### config.mk
export PLATFORM = sky130hd
export DESIGN_NAME = if_stage
export DESIGN_NICKNAME = d
export VERILOG_FILES = /design/src/rtl/if_stage_pkg.sv /design/src/rtl/if_id_reg.sv /design/src/rtl/if_stage.sv
export SDC_FILE = /design/constraint.sdc
export NUM_CORES = 1
export LEC_CHECK = 0
export CORE_MARGIN = 10
export CORE_UTILIZATION = 52
export DETAILED_ROUTE_END_ITERATION = 8
export GPL_ROUTABILITY_DRIVEN = 0
export PLACE_DENSITY = 0.86
export SLEW_MARGIN = 10
export SYNTH_ARGS = -nofsm -noshare
export SYNTH_HDL_FRONTEND = slang
export SYNTH_HIERARCHICAL = 1
export SYNTH_SLANG_ARGS = --single-unit
### constraint.sdc
create_clock -name clk -period 2.64 [get_ports clk]
set_input_delay 0.528 -clock clk [delete_from_list [all_inputs] [get_ports clk]]
set_output_delay 0.528 -clock clk [all_outputs]
set_load 0.005 [all_outputs]
### src/rtl/if_stage_pkg.sv
// Shared definitions for the 16-bit core fetch stage: word width, reset/NOP
// encodings, fetch FSM states and a saturating-increment helper.
package if_stage_pkg;

   localparam int unsigned WORD_W = 16;

   typedef logic [WORD_W-1:0] word_t;

   localparam word_t       RESET_PC_DEF  = 16'h0000;
   localparam word_t       NOP_INSTR_DEF = 16'h0000;
   localparam int unsigned PC_STEP_DEF   = 1;

   typedef enum logic {
      ST_BOOT = 1'b0,
      ST_RUN  = 1'b1
   } if_state_e;

   function automatic word_t sat_inc(input word_t v);
      return (v == '1) ? v : v + word_t'(1);
   endfunction

endpackage : if_stage_pkg

### src/rtl/if_id_reg.sv
// Generic pipeline register carrying instr, pc_plus1 and valid.
// Priority: flush (insert bubble) > hold (keep contents) > load.
module if_id_reg #(
   parameter int unsigned     W   = 16,
   parameter logic [W-1:0]    NOP = '0
) (
   input  logic          clk,
   input  logic          rst_n,
   input  logic          flush_i,
   input  logic          hold_i,
   input  logic          load_i,
   input  logic [W-1:0]  instr_i,
   input  logic [W-1:0]  pc_plus1_i,
   output logic [W-1:0]  instr_o,
   output logic [W-1:0]  pc_plus1_o,
   output logic          valid_o
);

   logic [W-1:0] instr_q, instr_d;
   logic [W-1:0] pc_plus1_q, pc_plus1_d;
   logic         valid_q, valid_d;

   // NOTE: every next-state value gets a default before the branches so that
   // no path leaves it unassigned, which would infer a latch.
   always_comb begin
      instr_d    = instr_q;
      pc_plus1_d = pc_plus1_q;
      valid_d    = valid_q;
      if (flush_i) begin
         instr_d    = NOP;
         pc_plus1_d = '0;
         valid_d    = 1'b0;
      end else if (!hold_i && load_i) begin
         instr_d    = instr_i;
         pc_plus1_d = pc_plus1_i;
         valid_d    = 1'b1;
      end
   end

   // NOTE: state registers use non-blocking assignments so all flops sample
   // their inputs from the same pre-edge values.
   always_ff @(posedge clk or negedge rst_n) begin
      if (!rst_n) begin
         instr_q    <= NOP;
         pc_plus1_q <= '0;
         valid_q    <= 1'b0;
      end else begin
         instr_q    <= instr_d;
         pc_plus1_q <= pc_plus1_d;
         valid_q    <= valid_d;
      end
   end

   assign instr_o    = instr_q;
   assign pc_plus1_o = pc_plus1_q;
   assign valid_o    = valid_q;

endmodule : if_id_reg

### src/rtl/if_stage.sv
// Instruction-fetch stage: PC register, BOOT/RUN sequencer, bubble counter
// and the IF/ID pipeline register feeding decode.
module if_stage
   import if_stage_pkg::*;
#(
   parameter word_t       RESET_PC  = RESET_PC_DEF,
   parameter word_t       NOP_INSTR = NOP_INSTR_DEF,
   parameter int unsigned PC_STEP   = PC_STEP_DEF
) (
   input  logic        clk,
   input  logic        rst_n,
   input  logic        IF_ID_sync_nop,
   input  logic        stall,
   input  logic        redirect,
   input  word_t       redirect_target,
   output word_t       imem_addr,
   input  word_t       imem_data,
   output word_t       IF_ID_instr,
   output word_t       IF_ID_pc_plus1,
   output logic        IF_ID_valid,
   output word_t       bubble_count
);

   localparam word_t STEP = word_t'(PC_STEP);

   if_state_e state_q, state_d;
   word_t     pc_q, pc_d;
   word_t     bubble_q, bubble_d;
   word_t     pc_seq;
   logic      reg_flush, reg_hold, reg_load;

   // Modulo-2^16 add: 16'hFFFF + 1 wraps to 0 for both PC and link value.
   assign pc_seq = pc_q + STEP;

   always_comb begin
      state_d   = state_q;
      pc_d      = pc_q;
      bubble_d  = bubble_q;
      reg_flush = 1'b0;
      reg_hold  = 1'b0;
      reg_load  = 1'b0;
      unique case (state_q)
         ST_BOOT: begin
            reg_flush = 1'b1;
            state_d   = ST_RUN;
         end
         ST_RUN: begin
            if (IF_ID_sync_nop) begin
               reg_flush = 1'b1;
               bubble_d  = sat_inc(bubble_q);
               pc_d      = redirect ? redirect_target : pc_seq;
            end else if (stall) begin
               // Redirect still wins over the stall for the PC only.
               reg_hold = 1'b1;
               pc_d     = redirect ? redirect_target : pc_q;
            end else begin
               reg_load = 1'b1;
               pc_d     = redirect ? redirect_target : pc_seq;
            end
         end
         default: state_d = ST_BOOT;
      endcase
   end

   always_ff @(posedge clk or negedge rst_n) begin
      if (!rst_n) begin
         state_q  <= ST_BOOT;
         pc_q     <= RESET_PC;
         bubble_q <= '0;
      end else begin
         state_q  <= state_d;
         pc_q     <= pc_d;
         bubble_q <= bubble_d;
      end
   end

   if_id_reg #(
      .W   (WORD_W),
      .NOP (NOP_INSTR)
   ) u_if_id_reg (
      .clk        (clk),
      .rst_n      (rst_n),
      .flush_i    (reg_flush),
      .hold_i     (reg_hold),
      .load_i     (reg_load),
      .instr_i    (imem_data),
      .pc_plus1_i (pc_seq),
      .instr_o    (IF_ID_instr),
      .pc_plus1_o (IF_ID_pc_plus1),
      .valid_o    (IF_ID_valid)
   );

   assign imem_addr    = pc_q;
   assign bubble_count = bubble_q;

endmodule : if_stage

==> results.toml, run 1 <==
[critical_path]
crit_family = "buffers and inverters"
path_buf_inv = 2
critPathArrivalTime_ns = 2.29
crit_slowest_cell = "clkdlybuf4s50_1"
critical_path_class = "in2reg"
max_stage_delay_ns = 0.65
critPathLaunchType = "input port"
path_max_fanout = 19
required_ns = 2.89
cp_cell_sequence = "clkdlybuf4s50_1 -> clkinv_1 -> nand3_1 -> o21ai_0 -> a22oi_1"
crit_path_end_kind = "flop"

[floorplan]
initial_utilization_pct = 53.8
dieArea_um2 = 10800
coreArea_um2 = 6830
io_pins = 102
fp-row-count = 30
die_w_um = 104
die_h_um = 104

[routing]
post_drt_wl_per_cell_um = 17.8
drt_iter0_markers = 238
vias = 3208
first_pass_iters = 5
drt-total-wl_um = 9980
routed_via_density = 5.72
ant_nets = 0
drcViolationCount = 0

[synthesis]
ys_warn_count = 6
postSynth.asyncResetShare_pct = 100
postSynthNetCount = 402
synth_edf_count = 0
yosysTopAreaCell = "dfrtp_1"
synth_area_um2 = 3680
yosysSeqAreaShare_pct = 44.9
synth_top_area_share_pct = 44.9
syn_avg_cell_area_um2 = 10.1
synthTopCellsByArea = "dfrtp_1 (45%), nand4bb_1 (9.8%), nand2b_1 (6.0%)"
synthCells = 363
synth_top_family_by_area = "simple AND/OR/NAND/NOR gates"
ys_ff_latch = 66
synth_fa_ha_area_share_pct = 0.681
synth_mux_area_share_pct = 0.306
ys.flop_type = "dfrtp_1"
yosys.area_share.simple_pct = 28.1
synth-compound-area-share_pct = 14.3
synth.distinct_cells = 52
synth_xor_area_share_pct = 6.64

[timing]
worstMarginPinSlew_ns = 0.612
slew_viol_final = 0
setup_viol_count_final = 0
rsz0062_at_grt = "no"
maxSlewHeadroom_pct = 58.7
max_freq_ghz = 0.490
fin_tns_setup_ns = 0
clock_skew_ns = 0.00766
post-route-min-period_ns = 2.04
fin_crit_sh_pct = 77.3
final_hold_viol_count = 0

[outcome]
status = "complete, no violations"

[global_routing]
grt_start_max_net_pins = 42
overflow = 0
grt_pass1_vias = 3223
grt_pass1_wl_um = 16800
antenna_found_initial = 0
grtUsageTotal_pct = 18.5

[pwr]
p_int_w = 0.00189
power_w = 0.00264
ir_worst_vdd_v = 0.000335
p_sw_share_pct = 28.4
comb_power_share_pct = 22.3
pwr_density_cell_nw_per_um2 = 532
power_frac_seq_pct = 46.4
power_switching_w = 0.000747
clockPowerShare_pct = 31.3
p_leak_nw = 1.97

[clock_tree]
post_cts_buffers = 0
htreeDepth = 3
clk_pin_slew_ns = 0.07
cts_tree = "done"
cts-buffers-inserted = 9
clk_path_buf_depth = 2
cts_hold_buf = 0
insertion_delay_ns = 0.34
cts-root-buf = "clkbuf_8"
post_cts_resize_count = 0
cts_sinks = 66

[final_layout]
fill_cells = 527
area_delta_synth_final_pct = 34.7
diodes = 0
design_area_um2 = 4950
layout.nets = 500
drive_gt1_share_pct = 9.46

[run]
cap_violations = 0

[place]
port_buffers = 101
post_dp_cell_area_um2 = 4770
place_hpwl_um = 7350

[min_path]
hold_class = "in2async"
placed cells by master (no fill, tap or decap), drive strengths merged, types with 2 or more instances in the layout:
| cell | count |
|---|---|
| o22ai | 9 |
| xnor2 | 20 |
| nand4bb | 32 |
| or2 | 2 |
| a22o | 5 |
| inv | 8 |
| nand3 | 12 |
| clkbuf | 12 |
| nor3 | 9 |
| nand4 | 9 |
| xor2 | 7 |
| nor2b | 3 |
| o21ai | 40 |
| clkinv | 3 |
| nand2 | 21 |
| nor2 | 12 |
| o31ai | 3 |
| a31oi | 2 |
| clkdlybuf4s50 | 100 |
| dfrtp | 66 |
| or3 | 4 |
| and3 | 3 |
| a21oi | 12 |
| a22oi | 5 |
| nand2b | 35 |
| buf | 14 |
| a21o | 2 |
| ha | 2 |
stage by stage:
step | setup slack (ns) | util, % | std cells | hold slack (ns)
final | 0.599 | 72.5 | 561 | 0.191
after global routing | 0.471 | 72.5 | 561 | 0.216
after CTS | 0.645 | 72.5 | 561 | 0.203
after detailed placement | 0.311 | 69.8 | 546 | 0.498
after global placement | 0.406 | 69.8 | 546 | 0.490
after floorplan | 0.831 | - | 363 | 0.232
power groups by stage:
| stage | Sequential, W | Combinational, W | Clock (W) |
|---|---|---|---|
| global route | 0.00124 | 0.000645 | 0.000881 |
| global placement | 0.00124 | 0.000577 | 0 |
| floorplan | 0.00121 | 0.000301 | 0 |
| finish | 0.00122 | 0.000588 | 0.000824 |
| detailed placement | 0.00124 | 0.000590 | 0 |
| CTS | 0.00122 | 0.000594 | 0.000839 |
final timing paths:
check / from / end / slack (ns) / cells past startpoint
max: redirect / imem_addr[7]$_DFFE_PN0P_ / 0.60 / 5
min: rst_n / u_if_id_reg/instr_o[8]$_DFFE_PN0P_ / 0.19 / 1
max reg2reg: imem_addr[1]$_DFFE_PN0P_ / u_if_id_reg/pc_plus1_o[14]$_DFFE_PN0P_ / 0.68 / 7
min reg2reg: bubble_count[0]$_DFFE_PN0P_ / bubble_count[0]$_DFFE_PN0P_ / 0.51 / 1
max in group asynchronous: rst_n / imem_addr[13]$_DFFE_PN0P_ / 1.80 / 2
min in group clk: bubble_count[0]$_DFFE_PN0P_ / bubble_count[0]$_DFFE_PN0P_ / 0.51 / 1
metal layers:
metal  up-vias  routed length (um)  track usage, %
li1       1501                   -               -
met4         0                 130            6.26
met2       168                4390            27.5
met5         -                   0               0
met1      1525                4670            25.4
met3        14                 789            4.71
final cells by class:
class / count / area (um^2) / share of cell area [%]
Clock buffer: 12 / 145 / 2.93
Timing Repair Buffer: 114 / 1120 / 22.5
Sequential cell: 66 / 1650 / 33.4
Tap cell: 96 / 120 / 2.43
Clock inverter: 3 / 40.0 / 0.808
Inverter: 9 / 33.8 / 0.682
Multi-Input combinational cell: 261 / 1850 / 37.3
synth_stat cells (2+ instances only):
master	count
nor2_1	12
xor2_1	7
dfrtp_1	66
o31ai_1	3
or3_4	2
or2_1	2
nand4_1	6
xnor2_1	19
or3_1	2
a21oi_1	12
o21ai_1	31
ha_1	2
a31oi_1	2
a22o_1	4
nor3_1	7
nand4bb_1	32
a21o_1	2
and3_1	2
o21ai_0	9
buf_4	4
nand3_1	11
clkbuf_1	13
o22ai_1	9
a22oi_1	5
inv_1	8
nand4_4	2
nor2b_1	2
buf_2	7
nand2b_1	35
buf_6	3
nand2_1	21
logic make-up after synthesis:
group,after synthesis
adder cells (fa/ha/maj),2
XOR/XNOR,27
buffers and inverters,36
flip-flops,66
AO/OA/AOI/OAI,86
multiplexers,1
AND/OR/NAND/NOR,144
other,1
flip-flops by register name, summed over array words and instances, names as in the netlist:
register	count
bubble_count	16
imem_addr	16
u_if_id_reg/instr_o	16
u_if_id_reg/pc_plus1_o	16
state_q	1
u_if_id_reg/valid_o	1
Note: power is estimated with default switching activity, not from simulation.
==> run 2: changes to the inputs <==
Settings changed: CORE_UTILIZATION 52 to 48, PLACE_DENSITY 0.86 to 0.8.
Clock period 2.64 ns to 2.1 ns, I/O delays scaled along.
==> results.toml, run 2 (synthesized netlist as in run 1, its figures left out) <==
[outcome]
status = "complete, no violations"

[pwr]
pwr_density_cell_nw_per_um2 = 688
ir_worst_vdd_v = 0.000503
p_leak_nw = 2.05

[critical_path]
crit_path_end_kind = "output port"
crit_family = "buffers and inverters"
required_ns = 1.68
critPathLaunch = "imem_addr[2]$_DFFE_PN0P_"
cp_cell_sequence = "clkdlybuf4s50_1"
worst-path-stages = 1
crit_slowest_cell = "clkdlybuf4s50_1"
rr_endpoint = "u_if_id_reg/pc_plus1_o[14]$_DFFE_PN0P_"
path_max_fanout = 7
reg2reg_depth = 7
critical_path_class = "reg2out"
r2r-start = "imem_addr[1]$_DFFE_PN0P_"
crit_end = "imem_addr[2]"
critPathLaunchType = "flop"
r2r_slack_ns = 0.28
critPathArrivalTime_ns = 1.43
max_stage_delay_ns = 0.59
path_buf_inv = 1

[global_routing]
antenna_found_initial = 0
grt_start_max_net_pins = 67
grt_pass1_wl_um = 15700
overflow = 0
grt_pass1_vias = 3057
grtUsageTotal_pct = 16.5

[timing]
clock_skew_ns = 0.00610
fin_crit_sh_pct = 88.3
slew_viol_final = 0
max_freq_ghz = 0.539
rsz0062_at_grt = "no"
setup_viol_count_final = 0
fin_tns_setup_ns = 0
maxSlewHeadroom_pct = 65.7
final_hold_viol_count = 0
worstMarginPinSlew_ns = 0.511
post-route-min-period_ns = 1.85

[run]
cap_violations = 0

[routing]
vias = 3119
drt-total-wl_um = 9830
drcViolationCount = 0
routed_via_density = 5.41
drt_iter0_markers = 111
ant_nets = 0
post_drt_wl_per_cell_um = 17.0
first_pass_iters = 6

[floorplan]
die_h_um = 108
die_w_um = 108
coreArea_um2 = 7330
fp-row-count = 31
dieArea_um2 = 11600
io_pins = 102
initial_utilization_pct = 50.1

[place]
place_hpwl_um = 7170
place_inst = 561
port_buffers = 101

[clock_tree]
cts-root-buf = "clkbuf_8"
insertion_delay_ns = 0.34
post_cts_buffers = 0
cts_hold_buf = 0
cts_sinks = 66
cts-buffers-inserted = 9
clk_path_buf_depth = 2
cts_tree = "done"
htreeDepth = 3
clk_pin_slew_ns = 0.08
post_cts_resize_count = 0

[final_layout]
diodes = 0
layout.nets = 512
final_cell_mix = "clkdlybuf4s50_1 (100), dfrtp_1 (66), nand2b_1 (35)"
area_delta_synth_final_pct = 39.1
drive_gt1_share_pct = 12.3
fill_cells = 567
layout_commonest_cell = "clkdlybuf4s50_1"
final_cells = 577

[min_path]
hold_class = "in2async"
-- run 2: changes by cell type in the layout (fill, tap and decap cells not counted) --
cell / delta
buf_4: +10
buf_12: +2
clkbuf_1: -2
clkinvlp_4: +2
bufinv_16: +1
clkinv_2: -1
inv_6: +1
-- run 2: final cells by class --
| type | count | area (um^2) | area share, % |
|---|---|---|---|
| repair buffers | 126 | 1230 | 24.1 |
| clock buffers | 10 | 138 | 2.69 |
| flip-flops and latches | 66 | 1650 | 32.3 |
| well taps | 99 | 124 | 2.42 |
| inverters | 9 | 33.8 | 0.661 |
| multi-input cells | 261 | 1850 | 36.1 |
| clock inverters | 6 | 88.8 | 1.74 |
-- run 2: through the flow --
step                cell area [um^2]  hold WS, ns  worst slack, ns  power (W)  utilization [%]
floorplan                       3680        0.124            0.291    0.00190                -
global placement                4890        0.470           0.0646    0.00231             66.6
detailed placement              4890        0.472           0.0426    0.00232             66.6
CTS                             5110        0.105            0.236    0.00355             69.7
global route                    5110        0.108            0.173    0.00368             69.7
finish                          5110       0.0831            0.246    0.00352             69.7
-- run 2: routing by layer --
metal,up-vias,GRT usage (%),routed length (um),share of wire [%]
met5,-,0,0,0
met4,0,5.15,114,1.2
met3,10,4.73,688,7.0
met2,102,24.2,4340,44
met1,1486,22.9,4680,48
li1,1521,-,-,-
-- run 2: power by group --
| part | internal [W] | leakage (nW) | switching (W) |
|---|---|---|---|
| Clock | 0.000703 | 0.109 | 0.000522 |
| Combinational | 0.000444 | 1.08 | 0.000316 |
| Sequential | 0.00138 | 0.860 | 0.000157 |
| Total | 0.00252 | 2.05 | 0.000996 |
-- run 2: worst min path at each step --
stage	start	endpoint	cells after the start
floorplan	rst_n	bubble_count[0]$_DFFE_PN0P_	0
global placement	rst_n	u_if_id_reg/instr_o[14]$_DFFE_PN0P_	2
detailed placement	rst_n	u_if_id_reg/instr_o[12]$_DFFE_PN0P_	2
CTS	rst_n	u_if_id_reg/pc_plus1_o[4]$_DFFE_PN0P_	2
global route	rst_n	imem_addr[13]$_DFFE_PN0P_	2
finish	rst_n	u_if_id_reg/instr_o[12]$_DFFE_PN0P_	2
==> run 3: changes to the inputs <==
Clock period 2.1 ns to 1.96 ns, I/O delays scaled along.
==> results.toml, run 3 (synthesized netlist as in run 1, its figures left out) <==
[outcome]
status = "complete, no violations"

[floorplan]
initial_utilization_pct = 50.1
die_w_um = 108
fp-row-count = 31
die_h_um = 108
coreArea_um2 = 7330
dieArea_um2 = 11600
io_pins = 102

[critical_path]
crit_path_end_kind = "output port"
max_stage_delay_ns = 0.57
path_buf_inv = 1
cp_cell_sequence = "clkdlybuf4s50_1"
critPathLaunchType = "flop"
critPathArrivalTime_ns = 1.43
required_ns = 1.57
path_max_fanout = 9
crit_family = "buffers and inverters"
crit_slowest_cell = "clkdlybuf4s50_1"
critical_path_class = "reg2out"

[global_routing]
grtUsageTotal_pct = 17.8
grt_pass1_wl_um = 16800
overflow = 0
grt_start_max_net_pins = 49
antenna_found_initial = 0
grt_pass1_vias = 3240

[clock_tree]
htreeDepth = 3
insertion_delay_ns = 0.35
cts-root-buf = "clkbuf_8"
cts-buffers-inserted = 9
cts_tree = "done"
clk_path_buf_depth = 2
clk_pin_slew_ns = 0.08
cts_sinks = 66
post_cts_buffers = 0

[final_layout]
layout.nets = 520
area_delta_synth_final_pct = 41.9
drive_gt1_share_pct = 13.8
diodes = 0
final_cell_mix = "clkdlybuf4s50_1 (100), dfrtp_1 (66), nand2b_1 (35)"
layout_commonest_cell = "clkdlybuf4s50_1"
final_cells = 585
fill_cells = 550

[pwr]
ir_worst_vdd_v = 0.000480
pwr_density_cell_nw_per_um2 = 757
p_leak_nw = 2.10

[routing]
ant_nets = 0
first_pass_iters = 4
drt-total-wl_um = 10400
routed_via_density = 5.51
post_drt_wl_per_cell_um = 17.8
vias = 3222
drt_iter0_markers = 123
drcViolationCount = 0

[place]
port_buffers = 101
place_inst = 568
post-place-ws_ns = -0.0654
place_hpwl_um = 7710

[timing]
max_freq_ghz = 0.550
setup_viol_count_final = 0
post-route-min-period_ns = 1.82
final_hold_viol_count = 0
clock_skew_ns = 0.0128
hold_slack_ns = 0.515
slew_viol_final = 0
layout_setup_ws_ns = 0.142
fin_tns_setup_ns = 0
fin_crit_sh_pct = 92.8
rsz0062_at_grt = "no"

[run]
cap_violations = 0

[min_path]
hold_class = "in2async"
-- run 3: changes by cell type in the layout (fill, tap and decap cells not counted), sizes merged --
cell and change:
buf +7, clkinv +2, clkinvlp -2, bufinv +1
clkbuf -1, dlygate4sd3 +1
-- run 3: per-layer routing --
layer  share of wire, %  routed length [um]  GRT usage, %  up-vias
met2                 47                4850          27.1      102
met3                7.0                 730          4.25       10
li1                   -                   -             -     1542
met4                1.1                 112          7.44        0
met5                  0                   0             0        -
met1                 45                4710          23.7     1568
-- run 3: stage by stage --
stage	util, %	instance area, um^2	total power, W
floorplan	-	3680	0.00203
global placement	67.5	4950	0.00251
detailed placement	67.5	4950	0.00254
CTS	71.1	5210	0.00397
global route	71.1	5220	0.00412
finish	71.1	5220	0.00395
-- run 3: where the power goes --
part	leakage, nW	switching, W	internal (W)
Combinational	1.12	0.000385	0.000505
Sequential	0.860	0.000155	0.00148
Clock	0.124	0.000573	0.000856
Total	2.10	0.00111	0.00284
-- run 3: area by class of cell --
type | instances | area, um^2 | share of cell area [%]
repair buffers | 134 | 1310 | 25.0
well taps | 99 | 124 | 2.38
inverters | 9 | 33.8 | 0.648
clock inverters | 7 | 125 | 2.40
clock buffers | 9 | 124 | 2.38
flip-flops and latches | 66 | 1650 | 31.7
multi-input cells | 261 | 1850 | 35.5
-- run 3: path summary, 6_finish.rpt --
path,start,end,slack [ns],depth (start not counted)
max,imem_addr[8]$_DFFE_PN0P_,imem_addr[8],0.14,1
min in group clk,bubble_count[0]$_DFFE_PN0P_,bubble_count[0]$_DFFE_PN0P_,0.53,1
min,rst_n,u_if_id_reg/instr_o[7]$_DFFE_PN0P_,0.51,2
min reg2reg,bubble_count[0]$_DFFE_PN0P_,bubble_count[0]$_DFFE_PN0P_,0.53,1
max reg2reg,imem_addr[1]$_DFFE_PN0P_,u_if_id_reg/pc_plus1_o[14]$_DFFE_PN0P_,0.16,7
max in group asynchronous,rst_n,imem_addr[8]$_DFFE_PN0P_,0.84,3
-- run 3: what timing repair did --
item,CTS,global route
setup endpoints to repair,0,1
hold buffers,1,0
resized for setup,0,1
endpoints found under the hold margin,18,0
